**config.mk**
```make
export PLATFORM = sky130hd
export DESIGN_NAME = pattern_rx
export DESIGN_NICKNAME = d
export VERILOG_FILES = /design/src/rtl/pattern_rx.sv
export SDC_FILE = /design/constraint.sdc
export NUM_CORES = 1
export LEC_CHECK = 0
export ABC_AREA = 1
export BUFFER_PORTS_ARGS = -buffer_cell sky130_fd_sc_hd__buf_2
export CORE_AREA = 2 2 100 102
export DETAILED_ROUTE_END_ITERATION = 8
export DIE_AREA = 0 0 102 104
export MAX_ROUTING_LAYER = met4
export PLACE_DENSITY = 0.89
export SLEW_MARGIN = 20
export SYNTH_ARGS = -nofsm -noshare
export SYNTH_HDL_FRONTEND = slang
export SYNTH_SLANG_ARGS = --single-unit
```
**constraint.sdc**
```tcl
create_clock -name CLK -period 3.2 [get_ports CLK]
set_clock_uncertainty 0.05 [all_clocks]
set_input_delay 0.64 -clock CLK [delete_from_list [all_inputs] [get_ports CLK]]
set_output_delay 0.64 -clock CLK [all_outputs]
set_load 0.1 [all_outputs]
```
**src/rtl/pattern_rx.sv**
```systemverilog
// rtl/pattern_rx.sv - serial blink-pattern receiver with frame compare and error count
module pattern_rx #(
  parameter int                     BIT_CYCLES  = 2097152,
  parameter int                     GAP_BITS    = 4,
  parameter int                     PATTERN_LEN = 32,
  parameter logic [PATTERN_LEN-1:0] PATTERN     = 32'h0547_7715
) (
  input  logic                   CLK,
  input  logic                   RST_N,
  input  logic                   PIN_2,
  output logic                   LED,
  output logic [PATTERN_LEN-1:0] RX_WORD,
  output logic                   FRAME_VALID,
  output logic [7:0]             ERR_CNT,
  output logic                   USBPU
);

  localparam int PW = $clog2(BIT_CYCLES);
  localparam int IW = $clog2(PATTERN_LEN);
  localparam int GW = $clog2(GAP_BITS + 1);

  localparam logic [PW-1:0] PH_LAST  = PW'(BIT_CYCLES - 1);
  localparam logic [PW-1:0] PH_MID   = PW'(BIT_CYCLES / 2 - 1);
  localparam logic [GW-1:0] GAP_FULL = GW'(GAP_BITS);
  localparam logic [IW-1:0] IDX_LAST = IW'(PATTERN_LEN - 1);

  typedef enum logic [1:0] {
    S_HUNT  = 2'd0,
    S_RECV  = 2'd1,
    S_CHECK = 2'd2
  } state_t;

  state_t                 state_q, state_d;
  logic                   meta_q, line_q, line_d_q;
  logic                   line_edge, line_rise, strobe;
  logic [PW-1:0]          phase_q;
  logic [GW-1:0]          low_run_q;
  logic [IW-1:0]          bit_idx_q;
  logic [PATTERN_LEN-1:0] shreg_q;
  logic [PATTERN_LEN-1:0] word_cap;
  logic                   arm, last_bit;

  assign USBPU     = 1'b0;
  assign line_edge = line_q ^ line_d_q;
  assign line_rise = line_q & ~line_d_q;
  assign strobe    = ~line_edge & (phase_q == PH_MID);

  // Two-flop synchroniser plus a delayed copy for edge detection.
  always_ff @(posedge CLK or negedge RST_N) begin
    if (!RST_N) begin
      meta_q   <= 1'b0;
      line_q   <= 1'b0;
      line_d_q <= 1'b0;
    end else begin
      meta_q   <= PIN_2;
      line_q   <= meta_q;
      line_d_q <= line_q;
    end
  end

  // Bit-phase counter; every line edge re-centres sampling on mid-bit.
  always_ff @(posedge CLK or negedge RST_N) begin
    if (!RST_N) begin
      phase_q <= '0;
    end else if (line_edge || phase_q == PH_LAST) begin
      phase_q <= '0;
    end else begin
      phase_q <= phase_q + PW'(1);
    end
  end

  // Low-run tracks the line in every state, so a frame's own trailing zeros arm the next frame.
  always_ff @(posedge CLK or negedge RST_N) begin
    if (!RST_N) begin
      low_run_q <= '0;
    end else if (line_q) begin
      low_run_q <= '0;
    end else if (strobe && low_run_q != GAP_FULL) begin
      low_run_q <= low_run_q + GW'(1);
    end
  end

  // State register.
  always_ff @(posedge CLK or negedge RST_N) begin
    if (!RST_N) begin
      state_q <= S_HUNT;
    end else begin
      state_q <= state_d;
    end
  end

  // Next-state logic plus frame-start and last-bit decodes.
  always_comb begin
    state_d  = state_q;
    arm      = 1'b0;
    last_bit = 1'b0;
    case (state_q)
      S_HUNT: begin
        if (line_rise && low_run_q == GAP_FULL) begin
          arm     = 1'b1;
          state_d = S_RECV;
        end
      end
      S_RECV: begin
        if (strobe && bit_idx_q == IDX_LAST) begin
          last_bit = 1'b1;
          state_d  = S_CHECK;
        end
      end
      S_CHECK: state_d = S_HUNT;
      default: state_d = S_HUNT;
    endcase
  end

  // Frame word including the bit sampled on the final strobe.
  always_comb begin
    word_cap            = shreg_q;
    word_cap[bit_idx_q] = line_q;
  end

  // Shift register: cleared on frame start, bit[index] written per strobe.
  always_ff @(posedge CLK or negedge RST_N) begin
    if (!RST_N) begin
      shreg_q   <= '0;
      bit_idx_q <= '0;
    end else if (arm) begin
      shreg_q   <= '0;
      bit_idx_q <= '0;
    end else if (state_q == S_RECV && strobe) begin
      shreg_q[bit_idx_q] <= line_q;
      bit_idx_q          <= bit_idx_q + IW'(1);
    end
  end

  // Result registers become visible in the CHECK cycle, together with the pulse.
  always_ff @(posedge CLK or negedge RST_N) begin
    if (!RST_N) begin
      RX_WORD     <= '0;
      LED         <= 1'b0;
      ERR_CNT     <= '0;
      FRAME_VALID <= 1'b0;
    end else begin
      FRAME_VALID <= last_bit;
      if (last_bit) begin
        RX_WORD <= word_cap;
        LED     <= (word_cap == PATTERN);
        if (word_cap != PATTERN && ERR_CNT != 8'hFF) begin
          ERR_CNT <= ERR_CNT + 8'd1;
        end
      end
    end
  end

endmodule

```
==> out/metrics.csv <==
stage;metric;value;unit
status;status;completed;
grt;global route overflow;0;
layout;layout cell share with drive strength beyond 1;14.4;%
power_and_ir_drop;sequential share of power;60.5;%
layout;area of the multi-input gates;0.00240;mm^2
die;Die Span Y;104;um
clock_tree;CTS buffer count;9;
logic_synthesis;synthesis-stage register bit count;108;
worst_setup_path;worst r2r path cells;12;
sta;Max transition margin;44.1;%
power_and_ir_drop;Peak VDD IR;227;uV
power_and_ir_drop;clock power share;36.4;%
sta;Slew @ Worst Pin;0.838;ns
layout;FF+latch area;0.00270;mm^2
run;MaxCap Viol Count;0;
worst_setup_path;Max Fanout on Critical Path;12;
logic_synthesis;multiplexer area fraction after synthesis;0;%
power_and_ir_drop;NetSw;0.507;mW
logic_synthesis;mapped cell area;0.00556;mm^2
layout;commonest non-fill, non-tap cells in the layout;173 x nand2_1, 108 x dfrtp_1, 61 x inv_1, 55 x nand3_1, 45 x nor2_1;
power_and_ir_drop;Comb pwr share;3.1;%
sta;Final period util;89.1;%
die;core area;0.00955;mm^2
die;Initial Util;58.2;%
logic_synthesis;Main synth FF type;dfrtp_1;
detailed_routing;post-route ant nets;0;
power_and_ir_drop;total chip power;2.28;mW
power_and_ir_drop;static leakage;2.84;nW
grt;first-pass GRT wire length;21000;um
clock_tree;H-tree depth;3;
layout;Nets;711;
clock_tree;clk slew on worst S/H paths;0.10;ns
layout;filler cell count;791;
grt;Global Route Usage Sum;25.2;%
logic_synthesis;EDFF count, synth;0;
logic_synthesis;complex-gate fraction of the synthesized area;8.86;%
worst_setup_path;Critical Path AT;3.11;ns
worst_setup_path;required time at the worst-slack endpoint;3.46;ns
detailed_routing;via/cell ratio;5.74;
layout;most common cell after layout, fill and taps aside;nand2_1;
place;GP Congestion;0.878;
logic_synthesis;Gate Count Post-Synth;669;
grt;largest net degree at the start of global routing;71;
worst_setup_path;R2R Path End;ERR_CNT[3];
worst_setup_path;FF-to-FF Start;bit_idx_q[4];
sta;Hold Vio Cnt, Final;0;
sta;RSZ-0062 raised after global routing;false;
worst_setup_path;Setup crit end kind;flip-flop;
sta;Setup TNS;0;ns
logic_synthesis;fraction of the mapped netlist area in adder cells;2.70;%
logic_synthesis;xor/xnor share of the synthesized area;1.73;%
power_and_ir_drop;PwrDens;380;mW/mm^2
logic_synthesis;post-synth cell types;36;
die;die area;0.0106;mm^2
clock_tree;Longest Clk Path Bufs;2;
worst_setup_path;r2r setup slk;0.35;ns
clock_tree;hold_buf cts;0;
grt;initial antenna violation count;0;
logic_synthesis;Avg Cell Area, Syn;8.31;um^2
clock_tree;root buf cell;clkbuf_8;
logic_synthesis;Post-synth ARST share;100;%
die;I/O Pins;46;
layout;ant diodes;0;
logic_synthesis;Mapped Nets;684;
clock_tree;clock sink total;108;
power_and_ir_drop;Int Pwr;1.77;mW
logic_synthesis;simple-gate portion of the synthesized area;29.8;%
die;std cell rows;36;
detailed_routing;Remaining DRCs;0;
detailed_routing;final wirelength;12500;um
logic_synthesis;sequential fraction of the synthesis area;48.6;%
logic_synthesis;Yosys warning total;0;
sta;final hold slack;0.168;ns
detailed_routing;Pre-Repair DR Iteration Count;5;
sta;Period minus WS final;2.85;ns
worst_setup_path;CP Launch Type;flip-flop;
sta;Fmax;351;MHz
sta;Setup Viol. Count Final;0;
clock_tree;later-pin clock latency in the skew report;0.37;ns
place;DP HPWL;8380;um
detailed_routing;WL per Instance;15.0;um
grt;vias in the first global route;4488;
die;Die X;102;um
detailed_routing;DRT iter0 DRCs;288;
sta;Slew Limit Fails;0;
detailed_routing;Vias;4788;
power_and_ir_drop;Switching Share;22.2;%
layout;area grow syn2layout;7.90;%
place;PortBufs;44;
worst_setup_path;Setup CP Type;flip-flop to flip-flop;
worst_hold_path;HP Class;primary input to asynchronous set/reset pin;
logic_synthesis;main combinational cell family by area after synthesis;simple AND/OR/NAND/NOR gates;
clock_tree;CTS tree;yes;
==> repair_timing <==
action                                  4_1_cts  5_1_grt
resized for setup                             0        1
endpoints found under the setup margin        0        8
setup buffers                                 0        0
==> metrics by stage <==
step / cells / util (%) / cell area [um^2] / setup slack [ns]
after global placement: 818 / 60.8 / 5800 / 0.394
after detailed placement: 818 / 60.8 / 5800 / 0.274
after floorplan: 669 / - / 5560 / 0.804
after global routing: 834 / 62.8 / 6000 / 0.147
after CTS: 834 / 62.8 / 6000 / 0.200
final: 834 / 62.8 / 6000 / 0.350
==> sequential cells by signal (all words and copies together) (netlist names), 2 cells and up <==
signal / flops
low_run_q: 3
phase_q: 21
state_q: 2
ERR_CNT: 8
shreg_q: 32
bit_idx_q: 5
RX_WORD: 32
==> critical path, cell delays in order (launching register included) <==
cell	delay, ns
dfrtp_1	0.67
inv_1	0.36
nor2_2	0.46
nand4_1	0.18
nand2_1	0.18
nand2_1	0.07
nor2_1	0.19
nand2_1	0.10
nor2_2	0.11
nand2_2	0.16
nand3_4	0.14
nand2_1	0.08
nand2_1	0.06
==> power by group through the flow <==
stage / combinational [mW] / sequential, mW / clock [mW]
6_report: 0.0701 / 1.38 / 0.830
5_1_grt: 0.0794 / 1.38 / 0.901
4_1_cts: 0.0718 / 1.38 / 0.839
3_5_place_dp: 0.0718 / 1.40 / 0
3_3_place_gp: 0.0695 / 1.40 / 0
2_1_floorplan: 0.0337 / 1.40 / 0
==> routing by layer <==
metal | global-route usage [%] | vias to the layer above | share of wire [%]
met5 | - | - | 0
met4 | 9.05 | 0 | 1.8
met3 | 5.11 | 31 | 6.3
met2 | 37.8 | 207 | 48
met1 | 34.1 | 2286 | 44
li1 | - | 2264 | -
==> worst max-delay path by stage <==
stage | cells after the start | from | slack [ns] | to
2_1_floorplan | 8 | ERR_CNT[0] | 0.80 | ERR_CNT[6]
3_3_place_gp | 12 | bit_idx_q[4] | 0.39 | ERR_CNT[7]
3_5_place_dp | 12 | bit_idx_q[4] | 0.27 | ERR_CNT[3]
4_1_cts | 12 | bit_idx_q[4] | 0.20 | ERR_CNT[3]
5_1_grt | 12 | bit_idx_q[4] | 0.15 | ERR_CNT[2]
6_report | 12 | bit_idx_q[4] | 0.35 | ERR_CNT[3]
==> layout make-up <==
type,count,share of cell area (%)
Multi-Input combinational cell,461,40.1
Clock inverter,3,0.771
Clock buffer,13,2.48
Sequential cell,108,45.0
Timing Repair Buffer,51,4.80
Inverter,65,4.07
Tap cell,133,2.77
==> kinds of logic after synthesis <==
logic type	after synthesis
other cells	1
buf+inv	100
simple gates	354
compound gates	83
fa+ha+maj	12
xor+xnor	11
flops	108
==> synthesized netlist by cell type (all sizes together) (2+ instances only) <==
master,instances,share of area [%]
nand4,42,4.7
nand3,58,5.8
ha,12,2.7
xnor2,4,0.63
xor2,7,1.1
nor3,10,0.90
inv,64,4.3
a31oi,2,0.22
and3,2,0.22
o21ai,54,5.7
buf,22,2.9
nor3b,5,0.76
a21oi,8,0.72
dfrtp,108,49
nand2,178,12
nor2,56,4.9
clkbuf,13,0.88
o22ai,17,1.9
(Power assumes the default switching activity.)
